<file path="src/rtl/light_scene_ctrl.sv">
// light_scene_ctrl
//
// Purpose:
//   Holds one brightness level per light and a window shade position. It
//   executes one-hot ON / OFF / FADE / SHADE commands taken through a
//   valid/ready handshake. FADE and SHADE ramp their target one step per
//   tick, where a tick is every TICK_DIV clock cycles. While a ramp is
//   running, no new commands are accepted.
//
// Ports:
//   clk_i         system clock, rising edge
//   rst_ni        asynchronous active-low reset
//   cmd_valid_i   command present
//   cmd_ready_o   high only while idle; a command is taken on valid && ready
//   tcode_i       one-hot opcode: 0001 ON, 0010 OFF, 0100 FADE, 1000 SHADE
//   ulight_i      target light index (ignored by SHADE)
//   lenght_i      level, fade target or shade target
//   wshade_o      current shade position
//   lightnum_o    index of the last accepted light command
//   lightstate_o  bit i set when light i has a non-zero level
//   level_o       packed levels, light i at [i*LVL_W +: LVL_W]
//   busy_o        a ramp is in progress
//   err_o         one-cycle pulse after a rejected command

module light_scene_ctrl #(
    parameter int NUM_LIGHTS = 16,
    parameter int IDX_W      = 4,
    parameter int LVL_W      = 4,
    parameter int TICK_DIV   = 8
) (
    input  logic                        clk_i,
    input  logic                        rst_ni,
    input  logic                        cmd_valid_i,
    output logic                        cmd_ready_o,
    input  logic [3:0]                  tcode_i,
    input  logic [IDX_W-1:0]            ulight_i,
    input  logic [LVL_W-1:0]            lenght_i,
    output logic [LVL_W-1:0]            wshade_o,
    output logic [IDX_W-1:0]            lightnum_o,
    output logic [NUM_LIGHTS-1:0]       lightstate_o,
    output logic [NUM_LIGHTS*LVL_W-1:0] level_o,
    output logic                        busy_o,
    output logic                        err_o
);

    localparam int                TICK_W      = (TICK_DIV > 1) ? $clog2(TICK_DIV) : 1;
    localparam logic [TICK_W-1:0] TICK_LAST   = TICK_W'(TICK_DIV - 1);
    localparam logic [IDX_W:0]    LIGHT_LIMIT = (IDX_W + 1)'(NUM_LIGHTS);

    typedef enum logic [1:0] {
        IDLE,
        FADE,
        SHADE
    } state_e;

    state_e             state_q, state_d;
    logic [LVL_W-1:0]   level_q [NUM_LIGHTS];
    logic [LVL_W-1:0]   level_d [NUM_LIGHTS];
    logic [LVL_W-1:0]   wshade_q, wshade_d;
    logic [IDX_W-1:0]   lightnum_q, lightnum_d;
    logic [IDX_W-1:0]   idx_q, idx_d;
    logic [LVL_W-1:0]   target_q, target_d;
    logic [TICK_W-1:0]  tick_q, tick_d;
    logic               err_q, err_d;

    logic               cmdOneHot;
    logic               idxBad;
    logic               tickHit;
    logic [LVL_W-1:0]   rampCur;
    logic [LVL_W-1:0]   rampNext;

    // A valid opcode has exactly one bit set; x & (x-1) clears the lowest set bit.
    assign cmdOneHot = (tcode_i != 4'b0000) && ((tcode_i & (tcode_i - 4'd1)) == 4'b0000);
    assign idxBad    = {1'b0, ulight_i} >= LIGHT_LIMIT;
    assign tickHit   = (tick_q == TICK_LAST);

    // FADE and SHADE share one stepper. The stepper only runs while the
    // value differs from the target, so it cannot overshoot or wrap.
    assign rampCur  = (state_q == SHADE) ? wshade_q : level_q[idx_q];
    assign rampNext = (rampCur < target_q) ? rampCur + 1'b1 : rampCur - 1'b1;

    // Next-state logic. In IDLE a command is decoded or rejected. In FADE
    // and SHADE, the tick counter paces the steps. The ramp returns to IDLE
    // on the step that lands on the target.
    always_comb begin
        state_d    = state_q;
        level_d    = level_q;
        wshade_d   = wshade_q;
        lightnum_d = lightnum_q;
        idx_d      = idx_q;
        target_d   = target_q;
        tick_d     = tick_q;
        err_d      = 1'b0;

        case (state_q)
            IDLE: begin
                if (cmd_valid_i) begin
                    if (!cmdOneHot || (!tcode_i[3] && idxBad)) begin
                        err_d = 1'b1;
                    end else if (tcode_i[0]) begin
                        level_d[ulight_i] = (lenght_i == '0) ? '1 : lenght_i;
                        lightnum_d        = ulight_i;
                    end else if (tcode_i[1]) begin
                        level_d[ulight_i] = '0;
                        lightnum_d        = ulight_i;
                    end else if (tcode_i[2]) begin
                        idx_d      = ulight_i;
                        target_d   = lenght_i;
                        tick_d     = '0;
                        lightnum_d = ulight_i;
                        if (level_q[ulight_i] != lenght_i) begin
                            state_d = FADE;
                        end
                    end else begin
                        target_d = lenght_i;
                        tick_d   = '0;
                        if (wshade_q != lenght_i) begin
                            state_d = SHADE;
                        end
                    end
                end
            end
            FADE: begin
                if (tickHit) begin
                    tick_d         = '0;
                    level_d[idx_q] = rampNext;
                    if (rampNext == target_q) begin
                        state_d = IDLE;
                    end
                end else begin
                    tick_d = tick_q + 1'b1;
                end
            end
            SHADE: begin
                if (tickHit) begin
                    tick_d   = '0;
                    wshade_d = rampNext;
                    if (rampNext == target_q) begin
                        state_d = IDLE;
                    end
                end else begin
                    tick_d = tick_q + 1'b1;
                end
            end
            default: begin
                state_d = IDLE;
            end
        endcase
    end

    // State register. Reset clears every level and aborts any ramp at once.
    always_ff @(posedge clk_i or negedge rst_ni) begin
        if (!rst_ni) begin
            state_q    <= IDLE;
            wshade_q   <= '0;
            lightnum_q <= '0;
            idx_q      <= '0;
            target_q   <= '0;
            tick_q     <= '0;
            err_q      <= 1'b0;
            for (int i = 0; i < NUM_LIGHTS; i++) begin
                level_q[i] <= '0;
            end
        end else begin
            state_q    <= state_d;
            wshade_q   <= wshade_d;
            lightnum_q <= lightnum_d;
            idx_q      <= idx_d;
            target_q   <= target_d;
            tick_q     <= tick_d;
            err_q      <= err_d;
            for (int i = 0; i < NUM_LIGHTS; i++) begin
                level_q[i] <= level_d[i];
            end
        end
    end

    // Pack the level registers onto the output bus and decode the on bits.
    always_comb begin
        level_o      = '0;
        lightstate_o = '0;
        for (int i = 0; i < NUM_LIGHTS; i++) begin
            level_o[i*LVL_W +: LVL_W] = level_q[i];
            lightstate_o[i]           = (level_q[i] != '0);
        end
    end

    assign cmd_ready_o = (state_q == IDLE);
    assign busy_o      = (state_q != IDLE);
    assign wshade_o    = wshade_q;
    assign lightnum_o  = lightnum_q;
    assign err_o       = err_q;

endmodule

</file>
<file path="config.mk">
export PLATFORM = sky130hd
export DESIGN_NAME = light_scene_ctrl
export DESIGN_NICKNAME = d
export VERILOG_FILES = /design/src/rtl/light_scene_ctrl.sv
export SDC_FILE = /design/constraint.sdc
export NUM_CORES = 1
export LEC_CHECK = 0
export ABC_CLOCK_PERIOD_IN_PS = 5800
export CORE_ASPECT_RATIO = 2
export CORE_MARGIN = 2
export CORE_UTILIZATION = 50
export DETAILED_ROUTE_END_ITERATION = 16
export HOLD_SLACK_MARGIN = 0.1
export MAX_ROUTING_LAYER = met4
export PLACE_DENSITY = 0.89
export SLEW_MARGIN = 20
export SYNTH_ARGS = -nofsm -noshare
export SYNTH_HDL_FRONTEND = slang
export SYNTH_SLANG_ARGS = --single-unit
</file>
<file path="constraint.sdc">
create_clock -name clk_i -period 5.8 [get_ports clk_i]
set_input_delay 1.16 -clock clk_i [delete_from_list [all_inputs] [get_ports clk_i]]
set_output_delay 1.16 -clock clk_i [all_outputs]
set_load 0.05 [all_outputs]
</file>
==> flow_summary.json, run 1 <==
{
  "status": "completed",
  "cts_buffers": 9,
  "synth_nets": 715,
  "seq_area_frac_synth_pct": 33.0,
  "crit_type": "flop to flop",
  "maxCapViolations": 0,
  "fmax_ghz": 0.184,
  "die_h_um": 165,
  "finalCriticalPeriod_ns": 5.44,
  "max_stage_delay_ns": 0.65,
  "ctsHtreeMaxLevel": 3,
  "setup_viol": 0,
  "clockBufferDepth": 2,
  "cts_sinks": 86,
  "hold_path_depth": 1,
  "dp_slack_ns": 0.467,
  "grt_pass1_vias": 6780,
  "setup_tns_ns": 0,
  "ys.flop_type": "dfrtp_1",
  "start_util_pct": 50.7,
  "nets": 804,
  "clock_skew_ns": 0.0117,
  "synth-seq-cells": 86,
  "vias_per_cell": 7.40,
  "yosys_warnings": 0,
  "hp-start": "tick_q[0]",
  "crit_arrival_ns": 5.67,
  "dieArea_mm2": 0.0140,
  "grt_start_max_net_pins": 87,
  "synth_area_mm2": 0.00651,
  "syn_area_per_cell_um2": 9.47,
  "netlist_instances": 688,
  "placed_cells_incl_taps": 918,
  "grt_overflow": 0,
  "antenna_found_initial": 0,
  "whs_ns": 0.499,
  "insertion_delay_ns": 0.35,
  "drc": 0,
  "worstMarginPinSlew_ns": 1.11,
  "grt_first_pass_wirelength_um": 38300,
  "cts_hold_buf": 0,
  "crit_slowest_cell": "nor3_2",
  "syn_to_final_growth_pct": 23.9,
  "vias": 6898,
  "first_pass_iters": 5,
  "r2r_start": "idx_q[0]",
  "critPathCaptureType": "flop",
  "cts_setup_buffers": 0,
  "cts_resized": 0,
  "startpoint_type": "flop",
  "drive_gt1_share_pct": 12.8,
  "crit_start": "idx_q[0]",
  "rows": 59,
  "clkTransAtPathRegs_ns": 0.07,
  "path_depth": 20,
  "relSlewSlack_pct": 26.1,
  "worst_slack_ns": 0.364,
  "finalNonFillerCells": 932,
  "cts_tree": "done",
  "avgRoutedWirePerCell_um": 26.7,
  "hpwl_um": 17600,
  "cp.required_ns": 6.03,
  "antenna_cells": 0,
  "grt_setup_unrepaired": "false",
  "io_buffers": 105,
  "clk_root_buffer_cell": "clkbuf_16",
  "finalHoldViolCount": 0,
  "ant_nets": 0,
  "critical_path_buf_inv_count": 3,
  "slew_violations": 0,
  "period_share_pct": 93.7,
  "place_congestion": 1.10,
  "grt_usage_pct": 36.8,
  "cp_max_fo": 9,
  "ys_types": 65,
  "async_reset_ff_share_pct": 100,
  "path_cells": "mux4_2 > mux4_2 > nand2_1 > and2_1 > inv_1 > ha_1 > nor2b_1 > o21a_1 > o21a_1 > nor2_1 > inv_1 > ha_1 > and3_1 > nand4_1 > a311oi_1 > a211oi_1 > nor3_2 > buf_4 > o221ai_1 > o21a_1",
  "critPathTopFamily": "simple AND/OR/NAND/NOR gates",
  "drt_iter0_markers": 893,
  "r2r.worst_path.cells": 20,
  "die_w_um": 84.7,
  "core-area_mm2": 0.0128,
  "synth_edf_count": 0,
  "hp-class": "flop to flop",
  "crit_path_frequent_cell": "o21a_1",
  "routed_wl_um": 24900,
  "io_pins": 106
}
==> flip-flops by register name (all words and copies together), names as in the netlist <==
signal	flops
level_o	64
idx_q	4
lightnum_o	4
target_q	4
wshade_o	4
tick_q	3
state_q	2
err_o	1
==> path summary, 6_finish.rpt <==
path                                to  slack [ns]
setup / recovery           level_o[39]        0.36
hold / removal               tick_q[0]        0.50
setup reg to reg           level_o[39]        0.36
hold reg to reg              tick_q[0]        0.50
max in group asynchronous   level_o[7]        4.38
min in group asynchronous  wshade_o[1]        0.85
==> metrics by stage <==
stage,instance area (um2),util (%)
3_3_place_gp,7730,60.2
2_1_floorplan,6520,-
5_1_grt,8070,62.8
3_5_place_dp,7730,60.2
4_1_cts,8060,62.7
6_report,8070,62.8
==> placed cells by master (no fill, tap or decap), types with 2 or more instances in the layout <==
master	n
nor2b_1	10
buf_4	28
or4_1	17
mux2i_1	9
a22oi_1	3
o22a_1	3
clkbuf_16	9
nand2b_1	8
o21a_1	33
mux4_2	30
clkdlybuf4s50_1	103
inv_1	11
nand3_1	14
a21oi_1	19
a31oi_1	18
nor2_1	58
or2_2	4
a211oi_1	4
xnor2_1	10
o22ai_1	30
bufinv_16	3
ha_1	11
o21ai_0	29
o21ai_1	2
a22o_1	46
a32o_1	15
a32oi_1	3
nand2_1	69
mux4_1	2
a221oi_1	2
dfrtp_1	86
xor2_1	7
nor3_1	14
and3_1	5
o221ai_1	15
mux2_2	14
nor4b_1	2
and2_1	2
==> worst register-to-register path: stages, from the launching register on <==
cell and delay, ns:
dfrtp_1 0.58, mux4_2 0.56, mux4_2 0.47, nand2_1 0.07
and2_1 0.17, inv_1 0.07, ha_1 0.26, nor2b_1 0.13
o21a_1 0.16, o21a_1 0.20, nor2_1 0.13, inv_1 0.08
ha_1 0.35, and3_1 0.21, nand4_1 0.10, a311oi_1 0.36
a211oi_1 0.14, nor3_2 0.65, buf_4 0.33, o221ai_1 0.14
o21a_1 0.16
==> cell families (layout without fill, tap and decap cells) <==
family          after synthesis  in the layout  share of synthesized area, %
compound gates              236            236                          26.8
xor+xnor                     18             18                          2.63
fa+ha+maj                    12             12                          2.42
buf+inv                      67            159                          4.23
flops                        86             86                          33.0
mux                          55             55                          15.0
simple gates                214            214                          15.9
==> cell usage after synthesis (all sizes together) (8+ instances only) <==
cell	count	share of area, %
dfrtp	86	33
nand2	69	4.0
nor2	58	3.3
a22o	46	6.2
clkbuf	41	2.4
o21a	33	3.8
mux4	32	11
o21ai	31	2.4
o22ai	30	2.9
a21oi	19	1.5
a31oi	18	1.7
or4	17	2.0
a32o	15	2.3
nor3	15	1.2
o221ai	15	2.0
buf	14	1.2
mux2	14	2.4
nand3	14	1.1
ha	11	2.1
inv	11	0.63
nor2b	10	0.96
xnor2	10	1.3
mux2i	9	1.4
nand2b	8	0.77
==> layer usage <==
metal  share of wire [%]  GRT usage (%)
met1                  34           43.9
met5                   0              -
met2                  47           56.8
met3                  10           5.86
met4                 8.8           25.4
==> cell type report <==
type,instances,area (um2)
clock buffer,10,229
clock inverter,4,97.6
fill,1052,4780
inverter,12,45.0
multi-input combinational,535,4100
sequential,86,2150
tap,152,190
timing repair buffer,133,1260
Power of run 1 is not shown: default switching activity piles up to over one toggle a cycle in this logic, so the estimate is an artifact.
==> inputs of run 2 (changes only) <==
SLEW_MARGIN = unset   (was 20)
==> run 2 against run 1 <==
First-iteration DRC count is 3.2% higher. Cell area down 0.12%. Die area unchanged. Final cell count stayed put.
==> flow_summary.json, run 2 (synthesis gave the netlist of run 1 again) <==
{
  "status": "completed",
  "io_buffers": 105,
  "place_congestion": 1.10,
  "syn_to_final_growth_pct": 23.7,
  "vias": 6873,
  "final_cell_mix": "clkdlybuf4s50_1, dfrtp_1, nand2_1",
  "grt_setup_unrepaired": "false",
  "cts_tree": "done",
  "rows": 59,
  "r2r_start": "idx_q[0]",
  "cts_hold_buf": 0,
  "rr_endpoint": "level_o[39]",
  "crit_end": "level_o[39]",
  "grt_first_pass_wirelength_um": 38300,
  "dieArea_mm2": 0.0140,
  "crit_arrival_ns": 5.67,
  "cts_buffers": 9,
  "finalHoldViolCount": 0,
  "largest_reg_flops": 64,
  "grt_overflow": 0,
  "clockBufferDepth": 2,
  "seq_area_mm2": 0.00215,
  "fillers": 1054,
  "critPathCaptureType": "flop",
  "antenna_found_initial": 0,
  "first_pass_iters": 6,
  "fmax_ghz": 0.184,
  "clock_skew_ns": 0.0106,
  "hpwl_um": 17600,
  "setup_tns_ns": 0,
  "finalCriticalPeriod_ns": 5.44,
  "vias_per_cell": 7.37,
  "cp_max_fo": 9,
  "maxCapViolations": 0,
  "finalNonFillerCells": 932,
  "ctsHtreeMaxLevel": 3,
  "cp.required_ns": 6.03,
  "relSlewSlack_pct": 24.7,
  "r2r.worst_path.cells": 20,
  "routed_wl_um": 24900,
  "drive_gt1_share_pct": 12.7,
  "grt_usage_pct": 36.8,
  "drc": 0,
  "startpoint_type": "flop",
  "hp-start": "tick_q[0]",
  "start_util_pct": 50.7,
  "nets": 804,
  "insertion_delay_ns": 0.35,
  "cts_sinks": 86,
  "hp-class": "flop to flop",
  "avgRoutedWirePerCell_um": 26.7,
  "io_pins": 106,
  "period_share_pct": 93.7,
  "cts_resized": 0,
  "antenna_cells": 0,
  "multiInputGateArea_mm2": 0.00409,
  "die_w_um": 84.7,
  "setup_viol": 0,
  "grt_start_max_net_pins": 87,
  "placed_cells_incl_taps": 918,
  "r2r_slack_ns": 0.36,
  "cts_setup_buffers": 0,
  "layout_commonest_cell": "clkdlybuf4s50_1",
  "die_h_um": 165,
  "ant_nets": 0,
  "drt_iter0_markers": 922,
  "worstMarginPinSlew_ns": 1.11,
  "slew_violations": 0,
  "crit_start": "idx_q[0]",
  "crit_type": "flop to flop",
  "core-area_mm2": 0.0128,
  "clkTransAtPathRegs_ns": 0.07,
  "clk_root_buffer_cell": "clkbuf_16",
  "grt_pass1_vias": 6780
}
==> run 2: worst min-delay path by stage <==
stage | endpoint | slack [ns] | cells past startpoint
3_3_place_gp | tick_q[0] | 0.47 | 1
3_5_place_dp | tick_q[0] | 0.49 | 1
6_report | tick_q[0] | 0.50 | 1
2_1_floorplan | tick_q[0] | 0.45 | 1
5_1_grt | lightnum_o[3] | 0.54 | 1
4_1_cts | tick_q[0] | 0.50 | 1
==> run 2: per-layer routing <==
layer / vias up / GRT usage (%) / part of all wire [%]
met2: 630 / 56.8 / 47
met3: 180 / 5.86 / 11
li1: 2864 / - / -
met5: - / - / 0
met4: 0 / 25.4 / 8.6
met1: 3199 / 43.9 / 34
==> run 2: final cells by class <==
| type | count | share of cell area [%] |
|---|---|---|
| inverters | 12 | 0.559 |
| clock inverters | 4 | 1.21 |
| well taps | 152 | 2.36 |
| clock buffers | 10 | 2.84 |
| repair buffers | 133 | 15.6 |
| multi-input cells | 535 | 50.8 |
| flip-flops and latches | 86 | 26.7 |
==> run 2: through the flow <==
stage	hold slack [ns]	utilization (%)	instance area [um2]	setup slack, ns
global route	0.536	62.7	8060	0.152
floorplan	0.455	-	6520	0.361
detailed placement	0.491	60.2	7730	0.467
finish	0.497	62.7	8060	0.363
CTS	0.498	62.7	8060	0.424
global placement	0.474	60.2	7730	0.532
==> run 2: critical path, cell delays in order (launching register included) <==
cell and delay, ns:
dfrtp_1 0.59, mux4_2 0.56, mux4_2 0.47, nand2_1 0.07
and2_1 0.17, inv_1 0.08, ha_1 0.26, nor2b_1 0.13
o21a_1 0.16, o21a_1 0.20, nor2_1 0.13, inv_1 0.08
ha_1 0.35, and3_1 0.20, nand4_1 0.10, a311oi_1 0.37
a211oi_1 0.14, nor3_2 0.65, buf_4 0.32, o221ai_1 0.14
o21a_1 0.16
Power of run 2 is left out for the same reason.
==> inputs of run 3 (changes only) <==
--- a/constraint.sdc
+++ b/constraint.sdc
@@ -3,2 +3,2 @@
 set_output_delay 1.16 -clock clk_i [all_outputs]
-set_load 0.05 [all_outputs]
+set_load 0.1 [all_outputs]
==> run 3 against run 2 <==
Clock skew decreased by 0.0017 ns. Global-route usage about the same. Routed wire length shrank 0.24%. Non-clock buffer count shrank 4. Flip-flop and latch count unchanged. Clock-buffer cell count is 1 higher. Cell area down 1.1%. Sequential share of layout area is 0.29 points higher. Critical path depth unchanged. Register-to-register slack about the same. Via count is 0.15% higher.
==> flow_summary.json, run 3 (synthesis gave the netlist of run 1 again) <==
{
  "status": "completed",
  "busiest_layer": "met2",
  "clock_skew_ns": 0.00884,
  "cts_setup_buffers": 0,
  "clk_root_buffer_cell": "clkbuf_16",
  "rows": 59,
  "grt_use_met3_pct": 6.81,
  "crit_end": "level_o[59]",
  "use_met2_pct": 56.8,
  "grt_setup_unrepaired": "false",
  "crit_start": "idx_q[0]",
  "slew_violations": 0,
  "grt_first_pass_wirelength_um": 38200,
  "crit_arrival_ns": 5.69,
  "finalHoldViolCount": 0,
  "ant_nets": 0,
  "place_congestion": 1.09,
  "drt_iter0_markers": 844,
  "cts_sinks": 86,
  "period_share_pct": 93.9,
  "r2r_slack_ns": 0.35,
  "antenna_cells": 0,
  "final_cell_mix": "clkdlybuf4s50_1, dfrtp_1, nand2_1",
  "setup_tns_ns": 0,
  "placed_cell_area_mm2": 0.00770,
  "r2r.worst_path.cells": 20,
  "drc": 0,
  "rr_endpoint": "level_o[59]",
  "largest_reg_flops": 64,
  "core-area_mm2": 0.0128,
  "worstMarginPinSlew_ns": 1.14,
  "io_pins": 106,
  "grt_overflow": 0,
  "path_depth": 20,
  "grt_start_max_net_pins": 87,
  "cts_tree": "done",
  "first_pass_iters": 6,
  "vias_per_cell": 7.40,
  "cp_max_fo": 9,
  "ctsHtreeMaxLevel": 3,
  "cts_hold_buf": 0,
  "io_buffers": 105,
  "grt_pass1_vias": 6760,
  "die_h_um": 165,
  "finish.instance_area_mm2": 0.00797,
  "critPathCaptureType": "flop",
  "syn_to_final_growth_pct": 22.4,
  "maxCapViolations": 0,
  "clockBufferDepth": 2,
  "setup_viol": 0,
  "grt_usage_pct": 36.7,
  "hpwl_um": 17300,
  "fillers": 1086,
  "routed_wl_um": 24800,
  "r2r_start": "idx_q[0]",
  "crit_type": "flop to flop",
  "hp-class": "flop to flop",
  "cts_buffers": 9,
  "clkTransAtPathRegs_ns": 0.07,
  "startpoint_type": "flop",
  "nets": 800,
  "crit_path_frequent_cell": "o21a_1",
  "dieArea_mm2": 0.0140,
  "fmax_ghz": 0.184,
  "max_stage_delay_ns": 0.66,
  "path_cells": "mux4_2 > mux4_2 > nand2_1 > and2_1 > inv_1 > ha_1 > nor2b_1 > o21a_1 > o21a_1 > nor2_1 > inv_1 > ha_1 > a31o_2 > a21oi_1 > o21ai_1 > and4b_4 > nor3_2 > buf_4 > o221ai_1 > o21a_1",
  "finalCriticalPeriod_ns": 5.45,
  "crit_slowest_cell": "nor3_2",
  "vias": 6883,
  "cts_resized": 0,
  "start_util_pct": 50.7,
  "antenna_found_initial": 0,
  "relSlewSlack_pct": 23.9,
  "avgRoutedWirePerCell_um": 26.7,
  "critPathTopFamily": "simple AND/OR/NAND/NOR gates",
  "cp.required_ns": 6.04,
  "layout_commonest_cell": "clkdlybuf4s50_1",
  "use_met1_pct": 43.8,
  "insertion_delay_ns": 0.35,
  "drive_gt1_share_pct": 12.3,
  "die_w_um": 84.7,
  "critical_path_buf_inv_count": 3
}
==> run 3: cell types whose count changed in the layout (fill, tap and decap cells not counted), sizes merged <==
cell / delta
buf: -4
bufinv: -3
clkbuf: +1
clkinv: +2
clkinvlp: +2
==> run 3: layout make-up <==
| class | instances | area (um2) | share of cell area (%) |
|---|---|---|---|
| Clock buffer | 11 | 233 | 2.92 |
| Clock inverter | 5 | 36.3 | 0.455 |
| Inverter | 12 | 45.0 | 0.565 |
| Multi-Input combinational cell | 535 | 4090 | 51.3 |
| Sequential cell | 86 | 2150 | 27.0 |
| Tap cell | 152 | 190 | 2.39 |
| Timing Repair Buffer | 129 | 1220 | 15.4 |
==> run 3: worst reg2reg max path, cell delays in order (launching register included) <==
cell      delay [ns]
dfrtp_1         0.57
mux4_2          0.55
mux4_2          0.47
nand2_1         0.08
and2_1          0.16
inv_1           0.07
ha_1            0.26
nor2b_1         0.13
o21a_1          0.15
o21a_1          0.19
nor2_1          0.14
inv_1           0.08
ha_1            0.33
a31o_2          0.26
a21oi_1         0.22
o21ai_1         0.14
and4b_4         0.23
nor3_2          0.66
buf_4           0.33
o221ai_1        0.18
o21a_1          0.14
==> run 3: worst min-delay path by stage <==
stage | from | to | cells past startpoint
final | tick_q[0] | tick_q[0] | 1
after floorplan | tick_q[0] | tick_q[0] | 1
after global placement | tick_q[0] | tick_q[0] | 1
after global routing | tick_q[0] | tick_q[0] | 1
after detailed placement | tick_q[0] | tick_q[0] | 1
after CTS | tick_q[0] | tick_q[0] | 1
==> run 3: through the flow <==
step | worst slack [ns] | std cells | hold slack, ns | util, %
CTS | 0.433 | 930 | 0.501 | 62.1
floorplan | 0.253 | 688 | 0.455 | -
global route | 0.0998 | 930 | 0.528 | 62.1
finish | 0.355 | 930 | 0.504 | 62.1
global placement | 0.538 | 914 | 0.474 | 60.0
detailed placement | 0.468 | 914 | 0.494 | 60.0
==> run 3: per-layer routing <==
layer,up-vias,share of wire (%)
met5,-,0
met4,0,8.1
met3,182,11
met2,633,46
met1,3210,35
li1,2858,-
Power of run 3 is left out for the same reason.
